### src/rtl/fp_pkg.sv
// Shared types and constants for the iterative single-precision divider.
// Rounding mode is selected by the FPD_RNE_EN macro (see fpd_iter).
package fp_pkg;

    localparam int          EXP_BIAS  = 127;
    localparam int          EXP_MAX   = 255;
    localparam logic [31:0] QNAN      = 32'h7FC00000;
    localparam int          MANT_W    = 23;
    localparam int          DIV_ITERS = 26;

    typedef enum logic [1:0] {
        S_IDLE,
        S_DIV,
        S_NORM,
        S_FIN
    } state_t;

    typedef enum logic [1:0] {
        C_ZERO,
        C_NORM,
        C_INF,
        C_NAN
    } fclass_t;

    function automatic logic [31:0] signed_inf(input logic s);
        return {s, 8'(EXP_MAX), {MANT_W{1'b0}}};
    endfunction

    function automatic logic [31:0] signed_zero(input logic s);
        return {s, 31'd0};
    endfunction

endpackage

### src/rtl/fp_classify.sv
// Combinational operand classifier; denormals are reported as zero.
// Ports: x = exponent+mantissa field of an IEEE-754 single, cls = class.
module fp_classify
    import fp_pkg::*;
(
    input  logic [30:0] x,
    output fclass_t     cls
);

    always_comb begin
        cls = C_NORM;
        if (x[30:23] == 8'h00)
            cls = C_ZERO;
        else if (x[30:23] == 8'hFF)
            cls = (x[22:0] == '0) ? C_INF : C_NAN;
    end

endmodule

### src/rtl/fpd_iter.sv
// Iterative IEEE-754 single divider: restoring mantissa division, 28-edge
// fixed latency. Ports: clk, rst (async high), start, a, b -> c, busy, done,
// dz, nv. Define FPD_RNE_EN for round-to-nearest-even, else truncation.
module fpd_iter
    import fp_pkg::*;
(
    input  logic        clk,
    input  logic        rst,
    input  logic        start,
    input  logic [31:0] a,
    input  logic [31:0] b,
    output logic [31:0] c,
    output logic        busy,
    output logic        done,
    output logic        dz,
    output logic        nv
);

    state_t            state, nxt;
    fclass_t           cls_a, cls_b, ca, cb;
    logic              sgn;
    logic [4:0]        cnt;
    logic signed [9:0] ediff, exp_r, exp_q, exp_n;
    logic [23:0]       dvs;
    logic [25:0]       rem, q;
    logic [24:0]       diff;
    logic              ge;
    logic [MANT_W-1:0] frac_r, frac_n;
    logic [23:0]       m24;
    logic [24:0]       m25;
    logic              rup;
    logic [31:0]       res;
    logic              res_dz, res_nv;
    logic              accept;

    fp_classify u_cls_a (.x(a[30:0]), .cls(cls_a));
    fp_classify u_cls_b (.x(b[30:0]), .cls(cls_b));

    assign accept = (state == S_IDLE) && start;
    assign busy   = (state != S_IDLE);

    always_ff @(posedge clk or posedge rst) begin
        if (rst) state <= S_IDLE;
        else     state <= nxt;
    end

    always_comb begin
        nxt = state;
        unique case (state)
            S_IDLE:  if (start) nxt = S_DIV;
            S_DIV:   if (cnt == 5'(DIV_ITERS - 1)) nxt = S_NORM;
            S_NORM:  nxt = S_FIN;
            S_FIN:   nxt = S_IDLE;
            default: nxt = S_IDLE;
        endcase
    end

    // Remainder stays below 2*divisor, so the difference fits in 25 bits.
    assign ge   = rem >= {2'b00, dvs};
    assign diff = rem[24:0] - {1'b0, dvs};

    always_comb begin
        m24   = q[25] ? q[25:2] : q[24:1];
        exp_q = q[25] ? ediff : ediff - 10'sd1;
`ifdef FPD_RNE_EN
        // Guard decides; the dropped round bit and remainder form sticky.
        rup = (q[25] ? q[1] : q[0])
            & (m24[0] | (q[25] & q[0]) | (|rem));
`else
        rup = 1'b0;
`endif
        m25    = {1'b0, m24} + {24'd0, rup};
        frac_n = m25[24] ? m25[23:1] : m25[22:0];
        exp_n  = exp_q + {9'd0, m25[24]};
    end

    always_comb begin
        res    = '0;
        res_dz = 1'b0;
        res_nv = 1'b0;
        if (ca == C_NAN || cb == C_NAN ||
            (ca == C_ZERO && cb == C_ZERO) ||
            (ca == C_INF && cb == C_INF)) begin
            res    = QNAN;
            res_nv = 1'b1;
        end else if (cb == C_ZERO) begin
            res    = signed_inf(sgn);
            res_dz = (ca != C_INF);
        end else if (ca == C_INF) begin
            res = signed_inf(sgn);
        end else if (cb == C_INF || ca == C_ZERO) begin
            res = signed_zero(sgn);
        end else if (exp_r < 10'sd1) begin
            res = signed_zero(sgn);
        end else if (exp_r >= 10'(EXP_MAX)) begin
            res = signed_inf(sgn);
        end else begin
            res = {sgn, exp_r[7:0], frac_r};
        end
    end

    always_ff @(posedge clk or posedge rst) begin
        if (rst) begin
            ca     <= C_ZERO;
            cb     <= C_ZERO;
            sgn    <= 1'b0;
            cnt    <= '0;
            ediff  <= '0;
            dvs    <= '0;
            rem    <= '0;
            q      <= '0;
            exp_r  <= '0;
            frac_r <= '0;
            c      <= '0;
            done   <= 1'b0;
            dz     <= 1'b0;
            nv     <= 1'b0;
        end else begin
            done <= 1'b0;
            if (accept) begin
                ca    <= cls_a;
                cb    <= cls_b;
                sgn   <= a[31] ^ b[31];
                ediff <= $signed({2'b00, a[30:23]})
                       - $signed({2'b00, b[30:23]})
                       + 10'(EXP_BIAS);
                dvs   <= {1'b1, b[MANT_W-1:0]};
                rem   <= {2'b01, a[MANT_W-1:0]};
                q     <= '0;
                cnt   <= '0;
            end
            if (state == S_DIV) begin
                rem <= {(ge ? diff : rem[24:0]), 1'b0};
                q   <= {q[24:0], ge};
                cnt <= cnt + 5'd1;
            end
            if (state == S_NORM) begin
                exp_r  <= exp_n;
                frac_r <= frac_n;
            end
            if (state == S_FIN) begin
                c    <= res;
                dz   <= res_dz;
                nv   <= res_nv;
                done <= 1'b1;
            end
        end
    end

endmodule

### config.mk
export PLATFORM = sky130hd
export DESIGN_NAME = fpd_iter
export DESIGN_NICKNAME = d
export VERILOG_FILES = /design/src/rtl/fp_pkg.sv /design/src/rtl/fp_classify.sv /design/src/rtl/fpd_iter.sv
export SDC_FILE = /design/constraint.sdc
export NUM_CORES = 1
export LEC_CHECK = 0
export ABC_AREA = 1
export BUFFER_PORTS_ARGS = -buffer_cell sky130_fd_sc_hd__buf_2
export CAP_MARGIN = 20
export CORE_ASPECT_RATIO = 0.8
export CORE_MARGIN = 3
export CORE_UTILIZATION = 40
export DETAILED_ROUTE_END_ITERATION = 12
export GPL_ROUTABILITY_DRIVEN = 0
export HOLD_SLACK_MARGIN = 0.06
export SKIP_CTS_REPAIR_TIMING = 1
export SLEW_MARGIN = 10
export SYNTH_ARGS = -nofsm -noshare
export SYNTH_HDL_FRONTEND = slang
export SYNTH_HIERARCHICAL = 1
export SYNTH_SLANG_ARGS = --single-unit
### constraint.sdc
create_clock -name clk -period 14.3 [get_ports clk]
set_clock_uncertainty 0.05 [all_clocks]
set_input_delay 2.86 -clock clk [delete_from_list [all_inputs] [get_ports clk]]
set_output_delay 2.86 -clock clk [all_outputs]
set_load 0.005 [all_outputs]
Word level (Yosys, flattened, before mapping) --
Cells that the tools add are included. Widths: inputs -> output; s select.
Word-level totals: input port bits 67, register bits after elaboration 166, word-level logic and storage cells 82, output and inout bits 36
Operators by class: equal/unequal tests 13, bitwise gates (word level) 1, reductions and logical operators 17, $add $sub $neg 5, order comparisons 3, mux-type cells 28
Operator list (count):
- $mux 31 | 5
- $mux 26 | 4
- $logic_not 23->1 | 2
- $mux 32 | 1
- $ge 26x24->1 | 1
- $mux 25 | 1
- $sub 25x24->25 | 1
- $mux 23 | 1
- $eq 8x8->1 const B | 2
- $logic_not 8->1 | 2
- $eq 2x2->1 const B | 6
- $mux 2 | 6
- $add 9x8->10 const B | 1
- $ge 10x9->1 const B | 1
- $lt 10x2->1 const B | 1
- $mux 10 | 1
- $mux 5 | 2
- $sub 10x2->10 const B | 1
- $sub 8x8->9 | 1
- $pmux 2 s4 | 1
- $logic_not 2->1 | 3
- $mux 1 | 6
- $ne 2x2->1 const B | 3
- $add 5x1->5 const B | 1
- other kinds (7) | 13

Longest topological paths before layout --
Gate-level depths: netlist of the first run.
depth after elaboration 7, mapped depth 16, gate-level depth less buffers 16

Modules after synthesis --
The synthesis of the first run kept the hierarchy.
Modules (own cells, without submodules):
- fpd_iter | sequential area each 4154.0 um^2, area each 9524.1 um^2, times used 1, cells each 1284
- fp_classify | sequential area each 0.0 um^2, area each 158.9 um^2, times used 2, cells each 41

Least setup slack after synthesis of the first run --
No wires, ideal clock.
path kind input to register, from in b[25], to reg ediff[8], required time 14132 ps, cell stages on the path 12, buffers on the path 0, path slack 9909 ps, library setup time 118 ps, arrival time 4223 ps, cells stage by stage inv_1 > ha_1 > a21oi_1 > nand2_1 > nand2_1 > nand2_1 > xnor2_1 > nand3_1 > nand2_1 > nand2_1 > nand3_1 > nand2_1
Between the ends: longest elaborated chain between the ends 2
RTL lines:
- from (decl) | line fpd_iter.sv:11 | input logic [31:0] b,
- $sub 8x8->9 | line fpd_iter.sv:125 | - $signed({2'b00, b[30:23]})
- $add 9x8->10 | line fpd_iter.sv:126 | + 10'(EXP_BIAS);
- to (signal assigned) | line fpd_iter.sv:124 | ediff <= $signed({2'b00, a[30:23]})
- to (decl) | line fpd_iter.sv:23 | logic signed [9:0] ediff, exp_r, exp_q, exp_n;
No other way between the ends. A chain may end at the register's enable or synchronous reset.

Worst setup path in the final report of the first run --
from in start, to reg rem[12]
Between the ends: longest elaborated chain between the ends 2
RTL lines:
- from (decl) | line fpd_iter.sv:9 | input logic start,
- $logic_and 1x1->1 | line fpd_iter.sv:39 | assign accept = (state == S_IDLE) && start;
- $reduce_bool 2->1 (no line)
- to (signal assigned) | line fpd_iter.sv:128 | rem <= {2'b01, a[MANT_W-1:0]};
- to (signal assigned) | line fpd_iter.sv:133 | rem <= {(ge ? diff : rem[24:0]), 1'b0};
- to (decl) | line fpd_iter.sv:25 | logic [25:0] rem, q;
No other way between the ends.

==> metrics.cfg, run 1 <==
[critical_path]
crit_slowest_cell=inv_2
r2r-start=state[0]
crit_arrival_ps=5250
r2r_slack_ps=11140
crit_buf_inv=6
cpPeakStageDelay_ps=710
cp_top_family=buffers and inverters
critPathKind=input port to register
critPathMaxFanout=64
end_kind=register
worst-r2r-cell-count=11
cp_cell_sequence=buf_2 -> nand2_1 -> buf_4 -> inv_2 -> nor2_1 -> inv_1 -> buf_4 -> o22ai_1 -> o21bai_1 -> inv_1
critPathRequiredTime_ps=14610
startpoint=start
timing.rr.end=rem[12]
critPathLaunchType=input port

[detailed_routing]
drc=0
drt-total-wl_mm=26.3
viasPerCell=5.03
vias=8936
wire_per_inst_um=14.8
dr.pass1.iters=5
first_iter_violations=727
antenna_left=0

[timing]
tns_ps=0
fin_crit_ps=4940
rsz0062_at_grt=no
fmax_mhz=202
finalCritPeriodShare=0.346
setup_viol=0
drv_slew=0
relSlewSlack=0.328
report.final.hold_viol_count=0
tightest_slew_ps=1000
hold_slack_ps=423

[pwr]
vdd_drop_max_uv=106
leakage_nw=5.93
powerDensity_nw_per_um2=249

[finish]
seqCellArea_sq_um=4150
fin_area_sq_um=11300
diodes=0
nFillCells=2486
fin_cells=1776
final_nets=1561
multiInputGateArea_sq_um=4780
synthToLayoutAreaGrowth_pct=14.3
final_layout_size_suffix_gt1_frac=0.109

[placed_design]
hpwl_mm=19.3
place_area_sq_um=10600
dpl.cell_count=1743
portBuffers=102

[clocking]
clk_latency_ps=430
cts_root_buf=clkbuf_16
clock-sinks=166
htree_levels=4
clk_pin_slew_ps=70
cts_tree=built
numCtsBuffers=17
ctsLongestPathBuffers=2

[yosys]
syn-num-nets=1476
synthFlopType=dfrtp_1
synth_cell_types=43
synthArstFlopShare=1.00
synth-seq-cells=166
syn_area_sq_um=9840
synth.yosys.seq_area_share=0.422
synth_edf_count=0
avgSynthCellArea_sq_um=7.20
yosysWarnings=6
syn_inst=1366

[hold_path]
worstHoldEndpoint=c[10]
worstHoldStart=c[10]
hold_path_depth=2
hold_path_class=register to register

[grt]
grt_start_max_net_pins=92
grt_pass1_vias=8563
grt_pass1_wl_mm=43.6
overflow=0
antenna_found_initial=0
track_usage=0.201

[status]
status=complete, no violations

[floorplan]
num_io_pins=103
num_rows=50
core_area_sq_um=23800
die_height_um=146
dieArea_sq_um=26500
start_util=0.414
dieWidth_um=181

[run]
drv_cap=0

[layout make-up]
cell class	count	share of cell area
Sequential cell	166	0.369
Clock buffer	17	0.0378
Inverter	192	0.0645
Clock inverter	15	0.0169
Multi-Input combinational cell	965	0.425
Tap cell	312	0.0347
Timing Repair Buffer	109	0.0518
[per-layer routing]
| layer | global-route usage | share of wire |
|---|---|---|
| met5 | 0 | 0 |
| met2 | 0.298 | 0.42 |
| met3 | 0.0299 | 0.046 |
| met1 | 0.307 | 0.52 |
| met4 | 0.0510 | 0.014 |
[worst max path at each step]
| stage | endpoint | slack, ps | cells past startpoint |
|---|---|---|---|
| floorplan | c[0] | 6900 | 1 |
| global placement | rem[12] | 9000 | 10 |
| detailed placement | rem[12] | 8930 | 10 |
| CTS | rem[12] | 9370 | 10 |
| global route | rem[12] | 9080 | 10 |
| finish | rem[12] | 9360 | 10 |
[synth_stat cells (4+ instances only)]
cell / instances / area [sq um]
buf_2: 6 / 30.0
clkbuf_1: 29 / 109
o22a_1: 4 / 35.0
nand2_1: 403 / 1510
dfrtp_1: 166 / 4150
buf_1: 6 / 22.5
xor2_1: 9 / 78.8
inv_1: 188 / 706
o21ai_0: 117 / 586
nand3b_1: 5 / 37.5
o22ai_1: 29 / 181
nor3_1: 9 / 45.0
nor2_1: 135 / 507
a31oi_1: 4 / 25.0
ha_1: 42 / 526
nand3_1: 84 / 420
nand4_1: 29 / 181
a21oi_1: 46 / 230
o21bai_1: 6 / 45.0
xnor2_1: 14 / 123
[power breakdown]
part | switching [mW] | leakage [nW] | internal [mW]
sequential | 0.139 | 2.12 | 0.662
combinational | 0.990 | 3.52 | 0.527
clock | 0.216 | 0.290 | 0.265
[worst reg2reg max path: cells and delay by family (launching register included)]
kind / cells / cell delay (ps)
AO/OA/AOI/OAI: 2 / 320
flip-flops: 1 / 400
adder cells (fa/ha/maj): 1 / 200
buffers and inverters: 6 / 1710
AND/OR/NAND/NOR: 2 / 410
[layout by cell type, fill, tap and decap left out, drive strengths merged, types with 3 or more instances in the layout]
| cell type | Yosys | layout |
|---|---|---|
| a31oi | 4 | 4 |
| ha | 42 | 42 |
| dfrtp | 166 | 166 |
| or2 | 3 | 3 |
| clkbuf | 29 | 17 |
| nand4 | 30 | 30 |
| o22ai | 29 | 29 |
| nand3b | 5 | 5 |
| inv | 191 | 196 |
| xnor2 | 14 | 14 |
| o21ai | 120 | 120 |
| nand2 | 406 | 406 |
| nor3 | 10 | 10 |
| buf | 14 | 109 |
| a21oi | 48 | 48 |
| o21bai | 6 | 6 |
| clkinvlp | 0 | 3 |
| clkinv | 1 | 6 |
| xor2 | 9 | 9 |
| nand3 | 85 | 85 |
| nor2 | 139 | 139 |
| o22a | 4 | 4 |
[stage by stage]
stage / worst slack (ps) / utilization / total power [mW]
5_1_grt: 9080 / 0.473 / 3.08
3_3_place_gp: 9000 / 0.446 / 2.29
2_1_floorplan: 6900 / - / 1.92
6_report: 9360 / 0.473 / 2.80
4_1_cts: 9370 / 0.472 / 2.79
3_5_place_dp: 8930 / 0.446 / 2.31
[registers in the layout (all words and copies together) (netlist names)]
name,cells
rem,26
dvs,24
dz,1
c,32
exp_r,10
cnt,5
ca,2
cb,2
q,26
ediff,10
done,1
state,2
frac_r,23
nv,1
sgn,1
[cells by family (layout without fill, tap and decap cells)]
kind of cell,after synthesis,count (layout),synth area share
AO/OA/AOI/OAI,216,216,0.120
XOR/XNOR,23,23,0.0205
adder cells (fa/ha/maj),43,43,0.0554
buffers and inverters,235,333,0.0919
flip-flops,166,166,0.422
AND/OR/NAND/NOR,683,683,0.290
No activity file was read; power rests on OpenSTA's default activity.
==> run 2, diff against run 1 <==
Clock period 14.3 ns to 4.77 ns, I/O delays scaled along.
==> run 2 against run 1 <==
Against the previous run:
- wire length increased by 3.4%
- critical path depth increased by 1
- register-to-register slack got worse by 9400 ps
- combinational power increased to 3.1 times the previous value
- first-iteration DRC count increased by 4.0%
- cell count increased by 0.11%
- largest power group unchanged
- count of clock-buffer cells in the layout increased by 1
- power increased to 3.0 times the previous value
- sequential power increased to 3.0 times the previous value
==> metrics.cfg, run 2 (synthesis gave the netlist of run 1 again) <==
[clocking]
clk_pin_slew_ps=70  ; about the same
clk_latency_ps=440  ; about the same
ctsLongestPathBuffers=2  ; unchanged
clock-sinks=166  ; unchanged
numCtsBuffers=17  ; unchanged
htree_levels=4  ; unchanged
cts_root_buf=clkbuf_16
cts_tree=built

[finish]
final_common_cell=nand2_1
final_nets=1564  ; +0.19%
largest_reg_flops=32  ; unchanged
synthToLayoutAreaGrowth_pct=13.8
final_cell_mix=nand2_1 (403), inv_1 (187), dfrtp_1 (166), nor2_1 (135), o21ai_0 (117)
final_layout_size_suffix_gt1_frac=0.110  ; +0.000533
top_regs=c (32), q (26), rem (26)
diodes=0  ; unchanged
fin_cells=1778  ; +0.11%
fin_area_sq_um=11200  ; -0.42%
regMostFlops=c

[timing]
fmax_mhz=333
setup_slack_ps=1760  ; -7600 ps
fin_crit_ps=3010
report.final.hold_viol_count=0  ; unchanged
rsz0062_at_grt=no
relSlewSlack=0.368  ; +0.0403
drv_slew=0  ; unchanged
tightest_slew_ps=947  ; -55.6 ps
tns_ps=0  ; unchanged
finalCritPeriodShare=0.630
setup_viol=0  ; unchanged

[pwr]
pwr-share-clk=0.155  ; -0.017
p_sw_frac=0.487  ; +0.00640
comb_power_share=0.560  ; +0.018
p_int_mw=4.26  ; +190%
leakage_nw=5.90  ; -0.43%
powerDensity_nw_per_um2=740  ; +200%
p_switching_mw=4.04  ; +200%
totalPowerFinal_mw=8.29  ; +200%
seqPwrFrac=0.286  ; about the same
vdd_drop_max_uv=355  ; +240%

[floorplan]
num_rows=50  ; unchanged
start_util=0.414  ; unchanged
num_io_pins=103  ; unchanged
dieWidth_um=181  ; unchanged
die_height_um=146  ; unchanged
dieArea_sq_um=26500  ; unchanged
core_area_sq_um=23800  ; unchanged

[critical_path]
crit_arrival_ps=3270  ; -1980 ps
cp_cell_sequence=ha_1 -> nand2_2 -> inv_1 -> a21oi_1 -> nand2_1 -> a21oi_4 -> nand3_4 -> nand2_2 -> nand2_1 -> nand2_1 -> a21oi_1
cpPeakStageDelay_ps=550  ; -160 ps
critPathMaxFanout=27  ; -58%
crit_top_cell=nand2_1
end_kind=register
crit_slowest_cell=a21oi_4
critPathRequiredTime_ps=5030  ; -9580 ps
critPathLaunchType=register
critPathKind=register to register

[placed_design]
hpwl_mm=19.6  ; +1.4%
dpl_worst_slack_ps=1690  ; -7250 ps
portBuffers=102  ; unchanged
dpl.cell_count=1745  ; +0.11%
place_area_sq_um=10600  ; +0.25%

[detailed_routing]
vias=9116  ; +2.0%
viasPerCell=5.13  ; +1.9%
first_iter_violations=756  ; +4.0%
drc=0  ; unchanged
drt-total-wl_mm=27.2  ; +3.4%
wire_per_inst_um=15.3  ; +3.3%
antenna_left=0  ; unchanged
dr.pass1.iters=5  ; unchanged

[grt]
grt_pass1_wl_mm=45.5  ; +4.5%
overflow=0  ; unchanged
grt_pass1_vias=8851  ; +3.4%
antenna_found_initial=0  ; unchanged
track_usage=0.209  ; +0.00848
grt_start_max_net_pins=167  ; +82%

[run]
drv_cap=0  ; unchanged

[hold_path]
hold_path_class=register to register

[status]
status=complete, no violations

==> run 2: changes by cell type in the layout (fill, tap and decap cells not counted), moves of 2 or more <==
cell        change
clkinv_8        -2
inv_8           -2
bufinv_16       -2
clkinv_2        +2
clkinvlp_4      +2
==> run 2: cell type report <==
class	instances	area, sq um
Clock inverter	13	101
Clock buffer	18	429
Inverter	192	724
Tap cell	312	390
Sequential cell	166	4150
Fill cell	2476	12600
Multi-Input combinational cell	965	4780
Timing Repair Buffer	112	622
==> run 2: metrics by stage <==
stage / hold slack [ps] / utilization
6_report: 420 / 0.471
5_1_grt: 448 / 0.471
4_1_cts: 421 / 0.470
3_5_place_dp: 406 / 0.447
3_3_place_gp: 397 / 0.447
2_1_floorplan: 376 / -
==> run 2: worst paths after layout <==
| path | from | endpoint | slack, ps | cells after the start |
|---|---|---|---|---|
| max | rem[17] | rem[22] | 1760 | 11 |
| min | dvs[23] | dvs[23] | 420 | 2 |
| max reg2reg | rem[17] | rem[22] | 1760 | 11 |
| min reg2reg | dvs[23] | dvs[23] | 420 | 2 |
| max in group asynchronous | rst | q[8] | 3270 | 3 |
| min in group asynchronous | rst | c[20] | 730 | 3 |
==> run 2: routing by layer <==
| layer | up-vias | share of wire | track usage |
|---|---|---|---|
| met5 | - | 0 | 0 |
| met1 | 4276 | 0.52 | 0.321 |
| met2 | 263 | 0.40 | 0.302 |
| met4 | 0 | 0.015 | 0.0506 |
| met3 | 30 | 0.063 | 0.0426 |
| li1 | 4547 | - | - |
==> run 2: worst max-delay path, delay by kind of cell (launching register included) <==
family	cells	cell delay, ps
adder cells (fa/ha/maj)	1	360
flip-flops	1	400
AO/OA/AOI/OAI	3	820
buffers and inverters	1	50
AND/OR/NAND/NOR	6	1190
==> run 2: power by group through the flow <==
stage               clock network, mW  logic (mW)  registers [mW]
floorplan                           0        3.47            2.29
global placement                    0        4.51            2.39
detailed placement                  0        4.56            2.39
CTS                              1.32        4.58            2.37
global route                     1.37        5.33            2.45
finish                           1.28        4.64            2.37
==> run 3, diff against run 2 <==
Clock period 4.77 ns to 2.9 ns, I/O delays scaled along.
==> run 3 against run 2 <==
Against the previous run:
- critical path depth unchanged
- cell count is 0.84% higher
- non-clock buffer count is 14 higher
- register-to-register slack got worse by 1300 ps
- worst setup slack lost 1300 ps
- flip-flop and latch count is the same
- count of clock-buffer cells in the layout increased by 2
- via count decreased by 0.19%
- power up 68%
==> metrics.cfg, run 3 (synthesis gave the netlist of run 1 again) <==
[pwr]
p_switching_mw=6.61  ; +64%
seqPwrFrac=0.277  ; -0.009
leakage_nw=6.02  ; +2.0%
p_int_mw=7.33  ; +72%
vdd_drop_max_uv=521  ; +47%
comb_power_share=0.551  ; -0.009
powerDensity_nw_per_um2=1220  ; +65%
p_sw_frac=0.474  ; -0.0123
totalPowerFinal_mw=13.9  ; +68%
pwr-share-clk=0.172  ; +0.017

[critical_path]
critPathMaxFanout=27  ; unchanged
crit_end=rem[23]
crit_arrival_ps=2780  ; -490 ps
r2r_slack_ps=440  ; -1330 ps
crit_buf_inv=2  ; +1
critPathKind=register to register
cp_cell_sequence=inv_1 -> ha_1 -> inv_1 -> fa_1 -> nand3_1 -> nand3_1 -> nand2_2 -> nand3_4 -> nand2_2 -> o21ai_0 -> a21oi_1
critPathLaunchType=register
startpoint=rem[0]
worst-r2r-cell-count=11  ; unchanged
timing.rr.end=rem[23]
cp.depth=11  ; unchanged
r2r-start=rem[0]
end_kind=register
crit_slowest_cell=fa_1
critPathRequiredTime_ps=3220  ; -1810 ps
cpPeakStageDelay_ps=410  ; -140 ps
cp_top_family=simple AND/OR/NAND/NOR gates

[timing]
setup_slack_ps=435  ; -1330 ps
drv_slew=0  ; unchanged
rsz0062_at_grt=no
hold_slack_ps=111  ; -309 ps
tightest_slew_ps=683  ; -263 ps
tns_ps=0  ; unchanged
relSlewSlack=0.544  ; +0.176
finalCritPeriodShare=0.850  ; +0.219
fmax_mhz=406  ; +22%
report.final.hold_viol_count=0  ; unchanged
setup_viol=0  ; unchanged
fin_crit_ps=2460  ; -542 ps

[detailed_routing]
vias=9099  ; -0.19%
wire_per_inst_um=15.2  ; -0.87%
drt-total-wl_mm=27.2  ; about the same
dr.pass1.iters=5  ; unchanged
antenna_left=0  ; unchanged
first_iter_violations=594  ; -21%
drc=0  ; unchanged
viasPerCell=5.07  ; -1.0%

[floorplan]
num_rows=50  ; unchanged
dieWidth_um=181  ; unchanged
die_height_um=146  ; unchanged
dieArea_sq_um=26500  ; unchanged
num_io_pins=103  ; unchanged
core_area_sq_um=23800  ; unchanged
start_util=0.414  ; unchanged

[clocking]
clk_pin_slew_ps=70  ; about the same
cts_tree=built
htree_levels=4  ; unchanged
numCtsBuffers=17  ; unchanged
clock-sinks=166  ; unchanged
cts_root_buf=clkbuf_16
clk_latency_ps=440  ; about the same
ctsLongestPathBuffers=2  ; unchanged

[placed_design]
hpwl_mm=20.3  ; +3.3%
place_area_sq_um=10800  ; +1.5%
portBuffers=102  ; unchanged
dpl.cell_count=1761  ; +0.92%
dpl_worst_slack_ps=422  ; -1260 ps

[hold_path]
hold_path_class=input port to asynchronous set/reset pin

[grt]
antenna_found_initial=0  ; unchanged
grt_start_max_net_pins=64  ; -62%
grt_pass1_vias=8583  ; -3.0%
track_usage=0.208  ; -0.000801
grt_pass1_wl_mm=45.0  ; -1.2%
overflow=0  ; unchanged

[finish]
final_layout_size_suffix_gt1_frac=0.118  ; +0.00834
final_nets=1578  ; +0.90%
top_regs=c (32), q (26), rem (26)
synthToLayoutAreaGrowth_pct=15.9
diodes=0  ; unchanged
fin_cells=1793  ; +0.84%
final_common_cell=nand2_1
fin_area_sq_um=11400  ; +1.8%
final_cell_mix=nand2_1 (403), inv_1 (187), dfrtp_1 (166), nor2_1 (135), o21ai_0 (117)
finish.utilization=0.480  ; +0.00847
largest_reg_flops=32  ; unchanged
regMostFlops=c

[run]
drv_cap=0  ; unchanged

[status]
status=complete, no violations

-- run 3: cell count changes in the layout (fill, tap and decap cells not counted), sizes merged --
cell,before,now
clkinvlp,5,2
inv,195,194
bufinv,0,3
clkbuf,18,20
buf,112,126
-- run 3: how the worst min path moves through the flow --
stage / startpoint / end / slack, ps
2_1_floorplan: dvs[23] / dvs[23] / 380
3_3_place_gp: dvs[23] / dvs[23] / 400
3_5_place_dp: dvs[23] / dvs[23] / 410
4_1_cts: rst / exp_r[4] / 110
5_1_grt: rst / exp_r[8] / 130
6_report: rst / exp_r[8] / 110
-- run 3: final cells by class --
class	instances	area, sq um
fill	2468	12400
multi-input combinational	965	4780
sequential	166	4150
timing repair buffer	126	741
inverter	192	724
clock buffer	20	447
tap	312	390
clock inverter	12	166
-- run 3: per-layer routing --
metal,global-route usage,vias to the layer above,routed length [um]
met1,0.323,4273,14400
met3,0.0386,21,1440
met4,0.0480,0,290
met2,0.301,234,11000
li1,-,4571,-
met5,0,-,0
-- run 3: power groups by stage --
stage | clock [mW] | combinational (mW) | sequential, mW
detailed placement | 0 | 7.59 | 3.90
finish | 2.40 | 7.68 | 3.87
CTS | 2.45 | 7.64 | 3.87
floorplan | 0 | 5.71 | 3.76
global route | 2.54 | 8.78 | 3.99
global placement | 0 | 7.55 | 3.88
